File: src/rtl/univ_shift_reg.sv
// univ_shift_reg
// ---------------------------------------------------------------------------
// Parametrised universal shift register with a self-timed serialise burst.
//
// Ports:
//   clk        rising-edge clock
//   reset      asynchronous active-low reset
//   en         clock enable; 0 freezes q, FSM, counter and busy, clears done
//   mode[2:0]  operation select, applied when idle, en=1 and start=0
//   sin_l      serial input entering at the MSB on right-moving operations
//   sin_r      serial input entering at the LSB on left-moving operations
//   d          parallel load data (mode load and burst start)
//   start      burst request, sampled when idle and en=1
//   q          register contents
//   sout_lsb   q[0] (burst serial output, LSB first)
//   sout_msb   q[WIDTH-1]
//   busy       high while a burst is in progress
//   done       one-cycle pulse after the last burst bit
//   dbg_state  current FSM state (0 = IDLE, 1 = SHIFT)
//
// Burst handshake: start is a request, not a valid/ready pair. It is
// accepted on any enabled edge where the FSM is IDLE (including the cycle in
// which done is high); the accepting edge loads d and raises busy. While busy
// is high start, mode and d are ignored and a start is dropped, never queued.
// done pulses for exactly one enabled cycle after the last bit has been
// presented on sout_lsb.
// ---------------------------------------------------------------------------
module univ_shift_reg #(
  parameter int unsigned           WIDTH     = 8,
  parameter logic [WIDTH-1:0]      RESET_VAL = '0
) (
  input  logic             clk,
  input  logic             reset,
  input  logic             en,
  input  logic [2:0]       mode,
  input  logic             sin_l,
  input  logic             sin_r,
  input  logic [WIDTH-1:0] d,
  input  logic             start,
  output logic [WIDTH-1:0] q,
  output logic             sout_lsb,
  output logic             sout_msb,
  output logic             busy,
  output logic             done,
  output logic             dbg_state
);

  localparam int unsigned        CNT_W = $clog2(WIDTH);
  localparam logic [CNT_W-1:0]   LAST  = CNT_W'(WIDTH - 1);

  localparam logic [2:0] M_HOLD  = 3'b000;
  localparam logic [2:0] M_SHR   = 3'b001;
  localparam logic [2:0] M_SHL   = 3'b010;
  localparam logic [2:0] M_LOAD  = 3'b011;
  localparam logic [2:0] M_ROTR  = 3'b100;
  localparam logic [2:0] M_ROTL  = 3'b101;
  localparam logic [2:0] M_ASR   = 3'b110;
  localparam logic [2:0] M_CLEAR = 3'b111;

  typedef enum logic {
    IDLE  = 1'b0,
    SHIFT = 1'b1
  } state_t;

  state_t           state_q, state_d;
  logic [WIDTH-1:0] q_q, q_d;
  logic [CNT_W-1:0] cnt_q, cnt_d;
  logic             busy_q, busy_d;
  logic             done_q, done_d;

  always_comb begin
    state_d = state_q;
    q_d     = q_q;
    cnt_d   = cnt_q;
    busy_d  = busy_q;
    // done is a pulse: it drops on every edge unless the burst ends here,
    // which also covers the en=0 case.
    done_d  = 1'b0;

    if (en) begin
      case (state_q)
        IDLE: begin
          if (start) begin
            q_d     = d;
            cnt_d   = '0;
            busy_d  = 1'b1;
            state_d = SHIFT;
          end else begin
            case (mode)
              M_HOLD:  q_d = q_q;
              M_SHR:   q_d = {sin_l, q_q[WIDTH-1:1]};
              M_SHL:   q_d = {q_q[WIDTH-2:0], sin_r};
              M_LOAD:  q_d = d;
              M_ROTR:  q_d = {q_q[0], q_q[WIDTH-1:1]};
              M_ROTL:  q_d = {q_q[WIDTH-2:0], q_q[WIDTH-1]};
              M_ASR:   q_d = {q_q[WIDTH-1], q_q[WIDTH-1:1]};
              M_CLEAR: q_d = '0;
              default: q_d = q_q;
            endcase
          end
        end
        SHIFT: begin
          // The last bit is already on sout_lsb when cnt reaches LAST, so
          // this edge only closes the burst instead of shifting again.
          if (cnt_q == LAST) begin
            busy_d  = 1'b0;
            done_d  = 1'b1;
            state_d = IDLE;
          end else begin
            q_d   = {sin_l, q_q[WIDTH-1:1]};
            cnt_d = cnt_q + 1'b1;
          end
        end
        default: state_d = IDLE;
      endcase
    end
  end

  always_ff @(posedge clk or negedge reset) begin
    if (!reset) begin
      state_q <= IDLE;
      q_q     <= RESET_VAL;
      cnt_q   <= '0;
      busy_q  <= 1'b0;
      done_q  <= 1'b0;
    end else begin
      state_q <= state_d;
      q_q     <= q_d;
      cnt_q   <= cnt_d;
      busy_q  <= busy_d;
      done_q  <= done_d;
    end
  end

  assign q         = q_q;
  assign sout_lsb  = q_q[0];
  assign sout_msb  = q_q[WIDTH-1];
  assign busy      = busy_q;
  assign done      = done_q;
  assign dbg_state = (state_q == SHIFT);

endmodule

File: config.mk
export PLATFORM = sky130hd
export DESIGN_NAME = univ_shift_reg
export DESIGN_NICKNAME = d
export VERILOG_FILES = /design/src/rtl/univ_shift_reg.sv
export SDC_FILE = /design/constraint.sdc
export NUM_CORES = 1
export LEC_CHECK = 0
export CORE_MARGIN = 1
export CORE_UTILIZATION = 55
export CTS_BUF_LIST = sky130_fd_sc_hd__clkbuf_16
export CTS_CLUSTER_SIZE = 28
export DETAILED_ROUTE_END_ITERATION = 10
export DONT_BUFFER_PORTS = 1
export GPL_TIMING_DRIVEN = 1
export PLACE_DENSITY_LB_ADDON = 0.05
export SLEW_MARGIN = 5
export SYNTH_ARGS = -nofsm -noshare
export SYNTH_HDL_FRONTEND = slang
export SYNTH_SLANG_ARGS = --single-unit
File: constraint.sdc
create_clock -name clk -period 1.8 [get_ports clk]
set_input_delay 0.27 -clock clk [delete_from_list [all_inputs] [get_ports clk]]
set_output_delay 0.27 -clock clk [all_outputs]
set_load 0.005 [all_outputs]
**Word level (Yosys, flattened, before mapping)**

Cells that the tools add are included.

- Bits in registers: 14

- Add/subtract/negate cells: 1
- Equality and inequality tests: 13
- Mux-type cells: 16
- Bitwise operators: 1
- Reduce and logical (&&, ||, !) cells: 5

Operator list:

| operator | count |
|---|---|
| $pmux W8 S7 | 1 |
| $mux W8 | 2 |
| $pmux W8 S2 | 1 |
| $eq A3 B3 Y1 const B | 5 |
| $reduce_and A3 Y1 | 3 |
| $mux W1 | 7 |
| $eq A3 B2 Y1 const B | 2 |
| $mux W3 | 2 |
| $ne A3 B3 Y1 const B | 2 |
| $pmux W3 S2 | 1 |
| $ne A2 B2 Y1 const B | 2 |
| $pmux W1 S2 | 2 |
| $reduce_and A4 Y1 | 1 |
| $add A3 B1 Y3 const B | 1 |
| $eq A3 B1 Y1 const B | 1 |
| $logic_not A3 Y1 | 1 |
| $ne A2 B1 Y1 const B | 1 |
| $not A1 Y1 | 1 |

**Longest topological paths before layout**

Gate-level depths: netlist of the first run.

- Depth in word-level cells: 4
- Mapped depth: 8

**Worst setup path before layout of the first run**

OpenSTA, ideal clock, no wires.

- Path type: reg-to-reg
- Start: register cnt_q[0]
- End: register q_q[1], in the netlist q[1]
- Library setup time: 82 ps
- Arrival: 1591 ps
- Path slack: 127 ps
- Cell stages (with the launch flop): 9
- Buffers on the path: 2
- Period minus slack after synthesis: 1673 ps
- Path through: dfrtp_1 -> ha_1 -> ha_1 -> buf_6 -> a21bo_4 -> a31oi_4 -> buf_6 -> nor2_1 -> a31oi_1

- Cells in the longest elaborated chain, start to end: 3

RTL lines:

| what | line | text |
|---|---|---|
| start: declaration | 67 | `logic [CNT_W-1:0] cnt_q, cnt_d;` |
| start signal: assignment | 129 | `cnt_q <= cnt_d;` |
| $eq A3 B3 Y1 | 105 | `if (cnt_q == LAST) begin` |
| $ne A2 B2 Y1 (no line) | n/a |  |
| $reduce_and A3 Y1 (no line) | n/a |  |
| end signal: assignment | 128 | `q_q <= q_d;` |
| end: declaration | 66 | `logic [WIDTH-1:0] q_q, q_d;` |

No other way between the ends.
A chain may end at the register's enable or synchronous reset.

**Worst setup path in the final report of the first run**

- Start: register state_q, in the netlist dbg_state
- End: register q_q[1], in the netlist q[1]

- Cells in the longest elaborated chain, start to end: 3
- Elaborated cells between the ends (all ways): 5
- Classes of those cells: eq/ne: 2; mux: 1; bitwise: 1; reduce/logical: 1

RTL lines:

| what | line | text |
|---|---|---|
| start: declaration | 65 | `state_t state_q, state_d;` |
| start signal: assignment | 127 | `state_q <= state_d;` |
| $not A1 Y1 | n/a |  |
| $ne A3 B3 Y1 (no line) | n/a |  |
| $reduce_and A3 Y1 (no line) | n/a |  |

Several ways; a longest one is shown, not always the timed one.

==> impl_metrics.json, run 1 <==
{
  "core-area_um2": 1764,
  "die_width_um": 45.77,
  "area_growth_pct": 7.363,
  "drt_first_pass_iters": 4,
  "syn-num-nets": 133,
  "total_power_mw": 1.631,
  "gp_congestion": 0.7925,
  "netlist_top_cells_area": "dfrtp_1 33%, a22o_1 6.7%, a32oi_1 5.0%",
  "slew_headroom_pct": 57.05,
  "io_pins": 30,
  "power_frac_comb_pct": 32.4,
  "port_buffers": 0,
  "synth.top_cell.area_share_pct": 33.25,
  "grt_use_total_pct": 25.80,
  "p_sw_uw": 625.8,
  "finalCriticalPeriod_ns": 1.631,
  "tightest_slew_ns": 0.6422,
  "drt_iter0_drc": 16,
  "run_status": "finished clean",
  "crit_path_end_kind": "flop",
  "clock_path_buffers": 2,
  "seq_area_frac_synth_pct": 33.25,
  "seq_power_share_pct": 41.5,
  "final_antenna_net_count": 0,
  "postSynthCellCount": 114,
  "synth_flop_cell": "dfrtp_1",
  "avgSynthCellArea_um2": 9.241,
  "num_vias": 888,
  "vias_per_cell": 6.435,
  "switching_share_pct": 38.37,
  "setup_viol": 0,
  "rsz0062_at_grt": "no",
  "drcViolationCount": 0,
  "routedWlPerCell_um": 17.55,
  "fillers": 172,
  "routed_wirelength_um": 2422,
  "synth_warnings": 0,
  "grt_overflow_total": 0,
  "finClkSkew_ns": 0.003513,
  "cap_violations": 0,
  "nets": 133,
  "start_kind": "flop",
  "antenna_found_initial": 0,
  "yosys.cell_types.count": 31,
  "synth_most_common_cell": "dfrtp_1",
  "required_ns": 1.96,
  "crit_arrival_ns": 1.79,
  "clkTransAtPathRegs_ns": 0.05,
  "start_util_pct": 59.72,
  "powerDensity_nw_per_um2": 1442,
  "grt_pass1_wl_um": 3822,
  "fin_crit_sh_pct": 90.63,
  "clk_latency_ns": 0.24,
  "die_h_um": 45.77,
  "hold_viol_final": 0,
  "cp_max_fo": 12,
  "fin_setup_tns_ns": 0,
  "grt_max_degree": 15,
  "pwr-share-clk_pct": 26.1,
  "cts_buffers": 3,
  "holdCritPathClass": "input port to flop",
  "cts_tree": "built",
  "slew_viol_final": 0,
  "grt_pass1_vias": 829,
  "drive_above_1_share_pct": 12.39,
  "fmax_ghz": 0.6130,
  "cts.sinks": 14,
  "postLayoutCoreUtil_pct": 64.11,
  "synth-edff-count": 0,
  "ctsResizeCount": 0,
  "yosys-top-cells-count": "14 x dfrtp_1, 11 x nor2_1, 10 x nand2_1",
  "dp_hpwl_um": 1704,
  "diodes": 0,
  "vdd_drop_max_mv": 0.9034,
  "worstSetupPathType": "flop to flop",
  "r2r_cells": 4,
  "ys_ff_latch": 14,
  "p_leak_nw": 0.4462,
  "cts_root_buf": "clkbuf_16",
  "synth_top_area_cell": "dfrtp_1",
  "async_reset_ff_share_pct": 100.0,
  "internal-power_mw": 1.005,
  "die-area_um2": 2094,
  "netlist_area_um2": 1054,
  "rows": 15,
  "htree_num_levels": 1,
  "holdPathStages": 2
}
[kinds of logic after synthesis]
group / Yosys count / share of synthesized area (%)
AOI/OAI and AO/OA: 50 / 36.70
and+or+nand+nor: 34 / 18.05
DFF: 14 / 33.25
buffers and inverters: 13 / 8.788
adders and majority gates: 2 / 2.375
xor gates and xnor gates: 1 / 0.8315
[final timing paths]
| path | from | endpoint | slack [ns] |
|---|---|---|---|
| max | dbg_state | q[1] | 0.17 |
| min | start | dbg_state | 0.16 |
| max reg2reg | dbg_state | q[1] | 0.17 |
| min reg2reg | cnt_q[1] | cnt_q[1] | 0.52 |
| max in group asynchronous | reset | busy | 0.89 |
| min in group asynchronous | reset | q[2] | 0.49 |
[layout by cell type, fill, tap and decap left out]
cell,count
dfrtp_1,14
nor2_1,11
nand2_1,10
a22o_1,8
a31oi_1,8
o21ai_0,8
a21oi_1,7
a32oi_1,6
a22oi_1,6
inv_1,4
clkbuf_16,3
nor3_2,2
nor2b_1,2
nor3_1,2
o221ai_1,2
ha_1,2
buf_4,2
a21bo_4,1
a31oi_4,1
nor2_4,1
nor3b_4,1
nor2b_4,1
and2_1,1
a211o_1,1
xnor2_1,1
nor3b_1,1
nand4_1,1
nand3_1,1
a31o_1,1
o31ai_4,1
clkinv_1,1
dlygate4sd3_1,1
buf_12,1
[flip-flops by register name, summed over array words and instances (netlist names)]
register / cells
done: 1
busy: 1
dbg_state: 1
cnt_q: 3
q: 8
[area by class of cell]
type,instances,area [um2],area share [%]
Tap cell,25,31.28,2.765
Clock inverter,1,3.754,0.3319
Clock buffer,3,75.07,6.637
Sequential cell,14,350.3,30.97
Timing Repair Buffer,4,45.04,3.982
Inverter,4,15.01,1.327
Multi-Input combinational cell,87,610.6,53.98
[through the flow]
stage,hold slack [ns],instance area [um2],instances,setup slack (ns)
after floorplan,-0.02559,1054,114,0.1269
after CTS,0.1642,1111,137,0.1064
after detailed placement,-0.02532,1022,132,0.1194
after global routing,0.1763,1131,138,0.04981
final,0.1641,1131,138,0.1687
after global placement,-0.02530,1022,132,0.1490
[critical path, cell delays in order (launching register included)]
cell	delay (ns)
dfrtp_1	0.53
nor2b_1	0.58
a22o_1	0.22
a21oi_1	0.04
a31oi_1	0.17
[power by group through the flow]
stage	clock, mW	combinational [mW]	sequential (mW)
floorplan	0	0.495	0.600
global placement	0	0.492	0.675
detailed placement	0	0.502	0.679
CTS	0.431	0.514	0.674
global route	0.449	0.600	0.711
finish	0.425	0.528	0.677
[metal layers]
metal  GRT usage (%)  vias up  share of wire [%]
met5               0        -                  0
met2           39.43       33                 47
met3           4.762        2                6.0
met4           8.235        0               0.50
li1                -      433                  -
met1           36.59      420                 47
[what timing repair did]
item,CTS,global route
setup buffers,0,1
endpoints found under the hold margin,14,0
setup endpoints to repair,0,2
hold buffers,1,0
No activity file was read; power rests on OpenSTA's default activity.
==> run 2, diff against run 1 <==
--- a/config.mk
+++ b/config.mk
@@ -11,7 +11,6 @@
 export CTS_CLUSTER_SIZE = 28
 export DETAILED_ROUTE_END_ITERATION = 10
 export DONT_BUFFER_PORTS = 1
-export GPL_TIMING_DRIVEN = 1
 export PLACE_DENSITY_LB_ADDON = 0.05
 export SLEW_MARGIN = 5
 export SYNTH_ARGS = -nofsm -noshare
==> results of run 2 <==
The final DEF is identical to that of run 1; final timing and power are the same.
